## src/rtl/gpr_mp.sv

```systemverilog
// Multi-port GPR file: zero-latency reads with optional write bypass, x0 hardwired to zero,
// a pending-write scoreboard, and a post-reset sequencer that zeroes x1..x(GPRN-1).
module gpr_mp #(
  parameter int REG_WIDTH      = 32,
  parameter int GPRN           = 32,
  parameter int NUM_RD         = 2,
  parameter int NUM_WR         = 1,
  parameter int BYPASS         = 1,
  parameter int CLEAR_ON_RESET = 1,
  localparam int AW            = $clog2(GPRN)
) (
  input  logic                        clk,
  input  logic                        rst_n,
  input  logic                        en,
  input  logic [NUM_RD*AW-1:0]        rd_addr,
  output logic [NUM_RD*REG_WIDTH-1:0] rd_data,
  output logic [NUM_RD-1:0]           rd_busy,
  input  logic [NUM_WR-1:0]           wr_en,
  input  logic [NUM_WR*AW-1:0]        wr_addr,
  input  logic [NUM_WR*REG_WIDTH-1:0] wr_data,
  input  logic                        sb_set,
  input  logic [AW-1:0]               sb_addr,
  output logic                        init_done,
  output logic                        wr_conflict
);

  typedef enum logic {S_INIT, S_RUN} state_e;

  state_e               state_q, state_d;
  logic [AW-1:0]        cnt_q, cnt_d;
  logic [GPRN-1:0]      busy_q, busy_d;
  logic                 init_done_q, init_done_d;
  logic                 wr_conflict_q, wr_conflict_d;
  logic [REG_WIDTH-1:0] regs_q [GPRN];
  logic [REG_WIDTH-1:0] regs_d [GPRN];

  logic [AW-1:0]        ra;
  logic [REG_WIDTH-1:0] rdat;
  logic                 rbsy;

  always_comb begin
    state_d = state_q;
    cnt_d   = cnt_q;
    if (state_q == S_INIT) begin
      cnt_d = cnt_q + AW'(1);
      if (CLEAR_ON_RESET == 0 || cnt_q == AW'(GPRN - 1)) state_d = S_RUN;
    end
    init_done_d = (state_d == S_RUN);
  end

  // Ports are visited in ascending order so the highest-index writer wins a shared address;
  // the scoreboard set is applied after the write clears so it overrides them.
  always_comb begin
    regs_d        = regs_q;
    busy_d        = busy_q;
    wr_conflict_d = 1'b0;
    if (state_q == S_INIT) begin
      if (CLEAR_ON_RESET != 0) regs_d[cnt_q] = '0;
    end else if (en) begin
      for (int w = 0; w < NUM_WR; w++) begin
        if (wr_en[w]) begin
          if (wr_addr[w*AW +: AW] != '0)
            regs_d[wr_addr[w*AW +: AW]] = wr_data[w*REG_WIDTH +: REG_WIDTH];
          busy_d[wr_addr[w*AW +: AW]] = 1'b0;
        end
      end
      for (int a = 0; a < NUM_WR; a++) begin
        for (int b = a + 1; b < NUM_WR; b++) begin
          if (wr_en[a] && wr_en[b] && wr_addr[a*AW +: AW] == wr_addr[b*AW +: AW] &&
              wr_addr[a*AW +: AW] != '0)
            wr_conflict_d = 1'b1;
        end
      end
      if (sb_set) busy_d[sb_addr] = 1'b1;
    end
    busy_d[0] = 1'b0;
  end

  always_ff @(posedge clk or negedge rst_n) begin
    if (!rst_n) begin
      state_q       <= S_INIT;
      cnt_q         <= AW'(1);
      busy_q        <= '0;
      init_done_q   <= 1'b0;
      wr_conflict_q <= 1'b0;
    end else begin
      state_q       <= state_d;
      cnt_q         <= cnt_d;
      busy_q        <= busy_d;
      init_done_q   <= init_done_d;
      wr_conflict_q <= wr_conflict_d;
    end
  end

  // Storage carries no reset; the INIT sequence defines its contents.
  always_ff @(posedge clk) begin
    regs_q <= regs_d;
  end

  always_comb begin
    rd_data = '0;
    rd_busy = '0;
    ra      = '0;
    rdat    = '0;
    rbsy    = 1'b0;
    for (int p = 0; p < NUM_RD; p++) begin
      ra   = rd_addr[p*AW +: AW];
      rdat = regs_q[ra];
      rbsy = busy_q[ra];
      if (BYPASS != 0) begin
        for (int w = 0; w < NUM_WR; w++) begin
          if (en && wr_en[w] && wr_addr[w*AW +: AW] == ra) begin
            rdat = wr_data[w*REG_WIDTH +: REG_WIDTH];
            rbsy = 1'b0;
          end
        end
      end
      if (ra == '0 || !en || state_q != S_RUN) begin
        rdat = '0;
        rbsy = 1'b0;
      end
      rd_data[p*REG_WIDTH +: REG_WIDTH] = rdat;
      rd_busy[p]                        = rbsy;
    end
  end

  assign init_done   = init_done_q;
  assign wr_conflict = wr_conflict_q;

endmodule

```

## config.mk

```make
export PLATFORM = sky130hd
export DESIGN_NAME = gpr_mp
export DESIGN_NICKNAME = d
export VERILOG_FILES = /design/src/rtl/gpr_mp.sv
export SDC_FILE = /design/constraint.sdc
export NUM_CORES = 2
export LEC_CHECK = 0
export ABC_AREA = 0
export BUFFER_PORTS_ARGS = -buffer_cell sky130_fd_sc_hd__buf_4
export CAP_MARGIN = 0
export CORE_ASPECT_RATIO = 1.5
export CORE_MARGIN = 2
export CORE_UTILIZATION = 38
export CTS_CLUSTER_DIAMETER = 30
export DETAILED_ROUTE_END_ITERATION = 10
export SLEW_MARGIN = 15
export SYNTH_ARGS = -nofsm -noshare
export SYNTH_HDL_FRONTEND = slang
export SYNTH_SLANG_ARGS = --single-unit
export TNS_END_PERCENT = 5
```

## constraint.sdc

```tcl
create_clock -name clk -period 5.55 [get_ports clk]
set_input_delay 1.11 -clock clk [delete_from_list [all_inputs] [get_ports clk]]
set_output_delay 1.11 -clock clk [all_outputs]
set_load 0.02 [all_outputs]
```

==> summary.txt <==
Status - completed
Post-Synth Adder-Cell Area - 0.001019
Initial Util - 0.3828
DRT Pass-1 Iters - 8
Leading area contributor after synthesis - edfxtp_1
CP startpoint kind - input port
Starting DRT DRC Count - 7633
Critical path cell sequence - buf_8 > buf_12 > buf_4 > mux2i_1 > a221oi_1 > a22oi_1 > a21oi_1 > a221o_1 > buf_4
Reg-to-Reg End - regs_q[762]
First-pass GRT wire length - 365.3 mm
Routed WL - 259.2 mm
Worst r2r src - init_done
CP required - 4.44 ns
Largest net degree at the start of global routing - 67
Initial antenna violation count - 15
Worst Setup SP - rd_addr[0]
Core area - 160400 µm²
Primary FF master, synth - edfxtp_1
Worst Path Arrival - 4.18 ns
CTS Hold Bufs - 0
Gr usage total - 0.3063
Placed Area - 65610 µm²
Cells after DPL - 7290
Mux cell area share after synthesis - 0.1894
WL/cell - 34.13 µm
Number of global-route vias before repair - 50.19k
Clk sinks - 1061
Tmin final - 5.291 ns
Hold Violations, Final - 0
Setup TNS - 0 ns
DIE AREA - 164900 µm²
Share of cells above drive strength 1 - 0.2110
Synth cell count leaders - o21ai_0 (1160), nand2_1 (1156), edfxtp_1 (1024)
Comb power frac - 0.081
Register area share after synthesis - 0.5160
Die W - 332.2 µm
Largest cells by area after synthesis - edfxtp_1 (50%), mux4_2 (15%), o21ai_0 (9.5%)
Setup WS pre-CTS - 0.6294 ns
Most used cell, CP - buf_4
Final setup fails - 0
Cell Pwr Density - 296.2 nW/µm²
Net Switching - 5497 µW
Area Growth Syn to Fin - 15.91%
Xor/xnor cell area share of the yosys netlist - 0.001569
Cell Int Power - 15580 µW
Yosys warns - 0
I/O Buffers - 123
Sw Share - 0.2608
Net Count, Synth - 5437
Drt via density - 6.779
Height of the die - 496.3 µm
Max Fclk - 189.0 MHz
Reg power frac - 0.417
Minimum setup slack among reg-to-reg paths - 2.45 ns
Clk pwr share - 0.502
Synth unique cells - 65
Final estimated routing congestion in global placement - 0.9124
Clock Latency Late Sink - 0.80 ns
Worst Reg-to-Reg Cells - 3
Cell Area, Synth - 61390 µm²
Post-route cell area - 71160 µm²
Avg Cell Area, Syn - 11.42 µm²
Post-CTS setup buffers - 0
Worst-path clk slew - 0.06 ns
Synth Area in Simple Gates - 0.08905
Pleak - 0.02049 µW
Final #Nets - 5421
Slew HR - 0.2647
Peak VDD IR - 291.2 µV
Slowest CP cell - a221oi_1
Clock buffer depth - 3
Num CTS Buffers - 160
CTS tree - yes
Async SR Flop Fraction - 0.03487
Crit path max fanout - 29
Most frequent cell after synthesis - o21ai_0
Synthesized flop and latch total - 1061
CP max stage delay - 0.83 ns
DR vias - 51.48k
Clk_skew - 0.03485 ns
Largest family of logic cells by synthesized area - multiplexers
Root buf cell - clkbuf_16
Number of flops mapped to enable cells by yosys - 1024
Worst Hold Class - in -> async
CP Class - in -> out
DP Wirelength - 157.4 mm
Post-Syn Instances - 5375
Post-route DRC - 0
Period Utilization, post-route - 0.9534
Final Non-Filler Cells - 7594
GRT Residual Overflow - 0
Cts repair resizes - 0
Maxcap violations - 0
Complex-gate fraction of the synthesized area - 0.1629
Slew Limit Fails - 0
Final ANT Viol Nets - 0
Share of the synthesized area in the top cell type - 0.5009
Max H-tree Level - 4
Worst Tran Pin Value - 1.103 ns
RSZ-0062 raised after global routing - false
Number of placed I/O pins - 125
Std-Cell Rows - 180
Crit path capture type - primary output
Slack of the critical path - 0.2589 ns
[flip-flops by register name, summed over array words and instances, names as in the netlist]
name,cells
init_done,1
cnt_q,5
regs_q,1024
busy_q,31
[worst max-delay path by stage]
stage	endpoint	cells past startpoint	slack, ns
2_1_floorplan	regs_q[224]	8	0.50
3_3_place_gp	rd_data[23]	9	0.64
3_5_place_dp	rd_data[23]	9	0.63
4_1_cts	rd_data[23]	9	0.62
5_1_grt	rd_data[23]	9	0.22
6_report	rd_data[23]	9	0.26
[cells by family (layout without fill, tap and decap cells)]
logic type,count (synthesis),count (layout)
and+or+nand+nor,1349,1349
AOI/OAI and AO/OA,1724,1724
adders and majority gates,5,5
muxes,656,656
xor gates and xnor gates,11,11
DFF,1061,1061
other,1,5
buffers and inverters,568,690
[worst max-delay path: cells and delay by family]
kind	cells	cell delay, ns
buf+inv	4	1.10
mux	1	0.11
compound gates	4	1.80
[routing by layer]
metal / up-vias / wire length (µm) / global-route usage
li1: 20660 / - / -
met1: 25453 / 87810 / 0.3629
met2: 4305 / 118600 / 0.4875
met3: 1049 / 32360 / 0.08341
met4: 14 / 20290 / 0.2112
met5: - / 101 / 0
[through the flow]
stage	hold WS, ns	util	total power (µW)
CTS	0.2966	0.4437	21040
floorplan	0.4829	-	9895
global route	0.3282	0.4437	21430
finish	0.3063	0.4438	21080
detailed placement	0.5130	0.4092	10600
global placement	0.5061	0.4090	10580
[placed cells by master, fill, tap and decap left out, types with 32 or more instances in the layout]
cell type / Yosys / layout
a22o_1: 47 / 47
a21oi_1: 109 / 93
clkbuf_16: 0 / 163
and2_1: 52 / 51
o21ai_0: 1160 / 1129
buf_4: 26 / 354
edfxtp_1: 1024 / 1024
a221o_1: 32 / 32
a22oi_1: 109 / 109
a31oi_1: 49 / 33
a221oi_1: 79 / 79
nand2_1: 1156 / 1156
dfrtp_1: 36 / 35
mux4_2: 404 / 404
mux2i_1: 248 / 248
nand3_1: 36 / 36
[power groups by stage]
stage | logic [µW] | registers [µW] | clock network (µW)
after global placement | 1630 | 8950 | 0
after global routing | 1740 | 8800 | 10900
after floorplan | 952 | 8940 | 0
after detailed placement | 1640 | 8960 | 0
after CTS | 1640 | 8790 | 10600
final | 1700 | 8790 | 10600
[cell type report]
class	instances	area, µm²
multi-input cells	3746	28100
inverters	9	33.78
diodes	4	10.01
flip-flops and latches	1061	31680
clock inverters	127	1421
fillers	14797	89200
well taps	2093	2619
repair buffers	381	3178
clock buffers	173	4116
(Power assumes the default switching activity.)
